`src/rtl/restoring_div_16.sv`:
```
// Sequential radix-2 restoring divider, signed or unsigned, with start/done handshake.
// Fixed latency: one prep cycle, WIDTH iterations, one sign-fix cycle, one done cycle.
module restoring_div_16 #(
  parameter int WIDTH = 16
) (
  input  logic             clk,
  input  logic             reset,
  input  logic             start,
  input  logic             is_signed,
  input  logic [WIDTH-1:0] A,
  input  logic [WIDTH-1:0] B,
  output logic [WIDTH-1:0] quotient,
  output logic [WIDTH-1:0] remainder,
  output logic             done,
  output logic             busy,
  output logic             div_by_zero
);

  localparam int CW = $clog2(WIDTH);

  typedef enum logic [2:0] {IDLE, PREP, CALC, FIX, DONE} state_t;

  state_t           state_reg, state_next;
  logic [WIDTH-1:0] a_reg, a_next;
  logic [WIDTH-1:0] b_reg, b_next;
  logic             signed_reg, signed_next;
  logic             sign_q_reg, sign_q_next;
  logic             sign_r_reg, sign_r_next;
  logic [WIDTH:0]   prem_reg, prem_next;    // partial remainder, one guard bit
  logic [WIDTH-1:0] dvd_reg, dvd_next;      // dividend bits shift out, quotient bits shift in
  logic [WIDTH-1:0] dvs_reg, dvs_next;      // divisor magnitude
  logic [CW-1:0]    count_reg, count_next;
  logic [WIDTH-1:0] quotient_reg, quotient_next;
  logic [WIDTH-1:0] remainder_reg, remainder_next;
  logic             done_reg, done_next;
  logic             dbz_reg, dbz_next;

  // Iteration datapath: shift then trial subtract
  logic [WIDTH:0]   shifted;
  logic [WIDTH+1:0] trial;
  logic             trial_ok;
  logic [WIDTH-1:0] mag_a, mag_b;

  assign shifted  = {prem_reg[WIDTH-1:0], dvd_reg[WIDTH-1]};
  assign trial    = {1'b0, shifted} - {2'b00, dvs_reg};
  assign trial_ok = ~trial[WIDTH+1];

  // Magnitude of the most negative value stays as its unsigned bit pattern
  assign mag_a = (signed_reg && a_reg[WIDTH-1]) ? -a_reg : a_reg;
  assign mag_b = (signed_reg && b_reg[WIDTH-1]) ? -b_reg : b_reg;

  assign quotient    = quotient_reg;
  assign remainder   = remainder_reg;
  assign done        = done_reg;
  assign div_by_zero = dbz_reg;
  assign busy        = (state_reg != IDLE);

  // Next-state and datapath updates for every FSM state
  always_comb begin
    state_next     = state_reg;
    a_next         = a_reg;
    b_next         = b_reg;
    signed_next    = signed_reg;
    sign_q_next    = sign_q_reg;
    sign_r_next    = sign_r_reg;
    prem_next      = prem_reg;
    dvd_next       = dvd_reg;
    dvs_next       = dvs_reg;
    count_next     = count_reg;
    quotient_next  = quotient_reg;
    remainder_next = remainder_reg;
    done_next      = 1'b0;
    dbz_next       = dbz_reg;

    unique case (state_reg)
      IDLE: begin
        if (start) begin
          a_next      = A;
          b_next      = B;
          signed_next = is_signed;
          dbz_next    = 1'b0;
          state_next  = PREP;
        end
      end
      PREP: begin
        if (b_reg == '0) begin
          quotient_next  = '1;
          remainder_next = a_reg;
          dbz_next       = 1'b1;
          done_next      = 1'b1;
          state_next     = DONE;
        end else begin
          sign_q_next = signed_reg & (a_reg[WIDTH-1] ^ b_reg[WIDTH-1]);
          sign_r_next = signed_reg & a_reg[WIDTH-1];
          dvd_next    = mag_a;
          dvs_next    = mag_b;
          prem_next   = '0;
          count_next  = '0;
          state_next  = CALC;
        end
      end
      CALC: begin
        prem_next  = trial_ok ? trial[WIDTH:0] : shifted;
        dvd_next   = {dvd_reg[WIDTH-2:0], trial_ok};
        count_next = count_reg + CW'(1);
        if (count_reg == CW'(WIDTH - 1)) begin
          state_next = FIX;
        end
      end
      FIX: begin
        quotient_next  = sign_q_reg ? -dvd_reg : dvd_reg;
        remainder_next = sign_r_reg ? -prem_reg[WIDTH-1:0] : prem_reg[WIDTH-1:0];
        done_next      = 1'b1;
        state_next     = DONE;
      end
      DONE: begin
        state_next = IDLE;
      end
      default: begin
        state_next = IDLE;
      end
    endcase
  end

  // State and datapath registers; reset aborts any operation in flight
  always_ff @(posedge clk) begin
    if (reset) begin
      state_reg     <= IDLE;
      a_reg         <= '0;
      b_reg         <= '0;
      signed_reg    <= 1'b0;
      sign_q_reg    <= 1'b0;
      sign_r_reg    <= 1'b0;
      prem_reg      <= '0;
      dvd_reg       <= '0;
      dvs_reg       <= '0;
      count_reg     <= '0;
      quotient_reg  <= '0;
      remainder_reg <= '0;
      done_reg      <= 1'b0;
      dbz_reg       <= 1'b0;
    end else begin
      state_reg     <= state_next;
      a_reg         <= a_next;
      b_reg         <= b_next;
      signed_reg    <= signed_next;
      sign_q_reg    <= sign_q_next;
      sign_r_reg    <= sign_r_next;
      prem_reg      <= prem_next;
      dvd_reg       <= dvd_next;
      dvs_reg       <= dvs_next;
      count_reg     <= count_next;
      quotient_reg  <= quotient_next;
      remainder_reg <= remainder_next;
      done_reg      <= done_next;
      dbz_reg       <= dbz_next;
    end
  end

endmodule

```
`config.mk`:
```
export PLATFORM = sky130hd
export DESIGN_NAME = restoring_div_16
export DESIGN_NICKNAME = d
export VERILOG_FILES = /design/src/rtl/restoring_div_16.sv
export SDC_FILE = /design/constraint.sdc
export NUM_CORES = 1
export LEC_CHECK = 0
export ABC_AREA = 1
export CAP_MARGIN = 40
export CORE_ASPECT_RATIO = 1.5
export CORE_UTILIZATION = 35
export DETAILED_ROUTE_END_ITERATION = 10
export PLACE_DENSITY_LB_ADDON = 0.25
export RECOVER_POWER = 25
export SETUP_SLACK_MARGIN = 0.2
export SKIP_CTS_REPAIR_TIMING = 1
export SLEW_MARGIN = 25
export SYNTH_ARGS = -nofsm -noshare
export SYNTH_HDL_FRONTEND = slang
export SYNTH_SLANG_ARGS = --single-unit
```
`constraint.sdc`:
```
create_clock -name clk -period 1.7 [get_ports clk]
set_input_delay 0.51 -clock clk [delete_from_list [all_inputs] [get_ports clk]]
set_output_delay 0.51 -clock clk [all_outputs]
set_load 0.02 [all_outputs]
```
-- After elaboration in Yosys (flattened, before gate mapping)
Cells that the tools add are included.
- register bits after elaboration: 124
- input bits: 36
- output and inout bits: 35
- word-level logic and storage cells: 71
- add/sub/neg operators: 6
- equality and inequality tests: 8
- multiplexer cells: 24
- bitwise operators: 5
- reductions and logical operators: 14
- operator list (kind ; count):
    $mux 16 ; 9
    $pmux 16 s2 ; 4
    $neg 16->16 ; 4
    $sub 17x16->18 ; 1
    $logic_not 16->1 ; 1
    $pmux 3 s4 ; 1
    $reduce_and 2->1 ; 5
    $mux 3 ; 3
    $ne 2x2->1 const B ; 4
    $pmux 4 s2 ; 1
    $eq 3x2->1 const B ; 2
    $reduce_bool 2->1 ; 3
    $add 4x1->4 const B ; 1
    $eq 4x4->1 const B ; 1
    $mux 4 ; 1
    $pmux 1 s2 ; 2
    $eq 3x1->1 const B ; 1
    $logic_not 3->1 ; 1
    $mux 1 ; 3
    $reduce_and 3->1 ; 1
    $reduce_bool 3->1 ; 1
    $and 1x1->1 ; 2
    $logic_and 1x1->1 ; 2
    $not 1->1 ; 2
    $xor 1x1->1 ; 1

-- Depth between registers and ports, before layout
- depth after elaboration: 4
- gate-level depth with buffers: 14
- depth with buffers taken out: 14

-- Worst setup path after synthesis
No wires, ideal clock.
- path kind: flip-flop to flip-flop
- start point: register dvd_reg[15]
- end point: register prem_reg[8]
- setup time: 142 ps
- arrival: 1705 ps
- data required time: 1558 ps
- path slack: -147 ps
- cell stages (with the launch flop): 12
- buffers on the path: 0
- period minus slack after synthesis: 1847 ps
- path through: dfxtp_1 > inv_1 > ha_1 > inv_1 > fa_1 > nand3_1 > nand3_1 > a21oi_1 > xor2_1 > nand2_1 > nand3_1 > a21oi_2
- cells in the longest elaborated chain, start to end: 3
- RTL lines (item ; line ; text):
    start, declared ; 30 ; logic [WIDTH-1:0] dvd_reg, dvd_next;
    start signal, assigned ; 150 ; dvd_reg <= dvd_next;
    $sub 17x16->18 ; 45 ; assign trial = {1'b0, shifted} - {2'b00, dvs_reg};
    $mux 16 ; 103 ; prem_next = trial_ok ? trial[WIDTH:0] : shifted;
    $pmux 16 s2 ; 75 ; unique case (state_reg)
    end signal, assigned ; 149 ; prem_reg <= prem_next;
    end, declared ; 29 ; logic [WIDTH:0] prem_reg, prem_next;
No other way between the ends.
A chain may end at the register's enable or synchronous reset.

-- Worst setup path in the final report
- start point: register dvs_reg[14]
- end point: register prem_reg[5]
- cells in the longest elaborated chain, start to end: 3
- RTL lines (item ; line ; text):
    start, declared ; 31 ; logic [WIDTH-1:0] dvs_reg, dvs_next;
    start signal, assigned ; 151 ; dvs_reg <= dvs_next;
    $sub 17x16->18 ; 45 ;
    $mux 16 ; 103 ;
    $pmux 16 s2 ; 75 ;
No other way between the ends.

==> results.md <==
* Actual slew at the worst max-slew pin at 0.530 ns
* Maximum clock rate at 536 MHz
* Run status: complete, but fails checks
* H-Tree Depth at 4
* Port bufs at 70
* GR Overflow Total at 0
* First-pass GRT wire length at 40000 um
* Slew HR at roughly 65%
* Layout fillers at around 2000
* Cells after Synth at 1128
* GPL Wtd Cong at 0.892
* Initial antenna violation count at 0
* Post-synth EDFFs at 0
* Fraction of final layout cells with drive strength greater than 1 at 39.3%
* RSZ-0062 raised after global routing: yes
* Failing checks: setup timing
* Diodes inserted at 0
* Final Critical Period at 1.87 ns
* TritonCTS clock tree: done
* Final core occ at 54.8%
* Top sig layer: met4
* Crit path cell chain: inv_4 > ha_4 > a21oi_4 > o21ai_1 > a21oi_4 > buf_4 > clkbuf_16 > nand3_1 > nand3_1 > a21oi_2
* Ratio of final minimum period to clock period at 110%
* DRC Markers at 0
* CP startpoint: dvs_reg[14]
* Drt initial violations at 390
* DR WL/cell at around 16 um
* Post-Route M1 WL at roughly 10000 um
* PnR worst setup slack at -0.166 ns
* Leakage at 0.00514 uW
* Syn. warnings at 0
* Mean Syn Cell Area at 6.61 sq um
* Worst Setup Start Kind: register
* Worst reg2reg path startpoint: dvs_reg[14]
* Hold slack at 0.459 ns
* Worst hold-check path type: reg -> reg
* Seq cells post-synth at about 120
* Die width at 121 um
* I/O Pins at between 70 and 80
* Nets at 1405
* Via total after detailed routing at 8342
* Crit Path Max Fanout at 8
* Critical Path Slowest Stage Cell: dfxtp_2
* Count of final max-slew check failures at 0
* Clk slew on worst S/H paths at 0.06 ns
* Clock tree sinks at about 120
* Post-route cell area at 0.0115 sq mm
* Total CTS buffers at 17
* Synth Flop Type: dfxtp_1
* Worst vdd ir at 946 uV
* FP Rows at 65
* Ys async rst share at 0%
* Arrival time worst endpoint at 2.17 ns
* Setup CP Type: reg -> reg
* Total negative slack at -4.64 ns
* Pin count of the biggest net entering global routing at 55
* Tot GR Track Use at 23.4%
* Full die area at 0.0219 sq mm
* CTS Buffer Depth at 2
* Critical path capture point type: register
* Non-Filler Instances at 1628
* DR vias/cell at 5.12
* Placed Cells incl. Taps at 1566
* WL final at 26500 um
* Distinct cell type count of the synthesized netlist at 45
* Starting density of the core at 35.6%
* Area delta synth->final at 54.0%
* Hold Fails Final Rpt at 0
* Pre-antenna DRT Iters at 5
* Cell area after synthesis at 0.00746 sq mm
* Root Buffer: clkbuf_16
* Max-cap violations at 0
* Critical Path RT at 2.00 ns
* Routed wl met2 at approximately 14000 um
* Core area at 0.0210 sq mm
* Fin Clk Skew at between 0.009 and 0.01 ns
* Detail Placement HPWL at 19000 um
* Hold wc startpoint: remainder[7]
* Worst stage delay on the critical path at 0.36 ns
* Setup violations, final at 68
* Register area share after synthesis at roughly 33%
* Pwr/cell area at around 1700 mW/mm^2
* Post-DP Area at 0.00983 sq mm
* Vias in the first global route at 8002
* DIE HEIGHT at 181 um
* Synthesized Nets at 1186
* Remaining antenna violation count at 0
* Met3 Wirelength at 835 um
* Worst skew pair latency at between 0.4 and 0.5 ns
[area by class of cell]
| cell class | count | area, sq um | area share [%] |
|---|---|---|---|
| clock buffers | 22 | 505 | 4.40 |
| inverters | 149 | 597 | 5.19 |
| clock inverters | 10 | 86.3 | 0.751 |
| well taps | 268 | 335 | 2.92 |
| multi-input cells | 808 | 5240 | 45.6 |
| repair buffers | 247 | 2200 | 19.2 |
| flip-flops and latches | 124 | 2530 | 22.0 |
[placed cells by master, fill, tap and decap left out, types with 11 or more instances in the layout]
cell type	instances
nand2_1	184
xor2_1	15
clkbuf_16	23
nand2_4	19
nor2_4	14
a21oi_2	30
dfxtp_2	29
o21ai_0	67
inv_1	111
nand3_1	88
o21ai_1	27
ha_4	17
nand2_2	43
nor2_1	70
inv_2	30
o21ai_2	17
a31oi_1	11
clkbuf_2	23
buf_4	147
nand3_2	29
buf_6	13
buf_12	12
dfxtp_1	93
clkdlybuf4s50_1	34
nand4_1	11
nor2_2	12
a21oi_1	83
[synth_stat cells, types with 17 or more instances]
library cell / count / share of area [%]
o21ai_0: 113 / 7.6
inv_1: 142 / 7.1
dfxtp_1: 124 / 33
nor2_1: 92 / 4.6
nand3_1: 119 / 8.0
ha_1: 21 / 3.5
clkbuf_1: 25 / 1.3
a21oi_2: 17 / 2.0
a21oi_1: 98 / 6.6
nand2_1: 233 / 12
xor2_1: 17 / 2.0
[worst max-delay path, delay by kind of cell (launching register included)]
family	cells	cell delay (ns)
AO/OA/AOI/OAI	4	0.56
AND/OR/NAND/NOR	2	0.19
adder cells (fa/ha/maj)	1	0.26
buffers and inverters	3	0.37
flip-flops	1	0.36
[power by group]
part | leakage [uW] | total, uW | switching, uW | internal, uW
Clock | 0.000289 | 3620 | 1380 | 2240
Combinational | 0.00382 | 12500 | 6990 | 5550
Sequential | 0.00103 | 3870 | 464 | 3400
Total | 0.00514 | 20000 | 8840 | 11200
[per-stage QoR]
step                total power (uW)  worst slack, ns
floorplan                      10000         -0.00670
global placement               13400           -0.168
detailed placement             13400           -0.164
CTS                            17100           -0.478
global route                   21400           -0.234
finish                         20000           -0.166
[metal layers]
| layer | vias up | GRT usage [%] |
|---|---|---|
| li1 | 4162 | - |
| met4 | 0 | 14.8 |
| met3 | 77 | 2.56 |
| met5 | - | 0 |
| met2 | 201 | 42.9 |
| met1 | 3902 | 25.2 |
[worst paths after layout]
check	end	slack, ns	depth (start not counted)
max	prem_reg[5]	-0.17	10
min	remainder[7]	0.46	2
max reg2reg	prem_reg[5]	-0.17	10
min reg2reg	remainder[7]	0.46	2
[logic make-up after synthesis]
family / Yosys count / share of synthesized area (%)
AO/OA/AOI/OAI: 260 / 19.4
AND/OR/NAND/NOR: 501 / 29.8
XOR/XNOR: 24 / 2.82
flip-flops: 124 / 33.3
buffers and inverters: 197 / 11.0
adder cells (fa/ha/maj): 22 / 3.79
(Power assumes the default switching activity.)
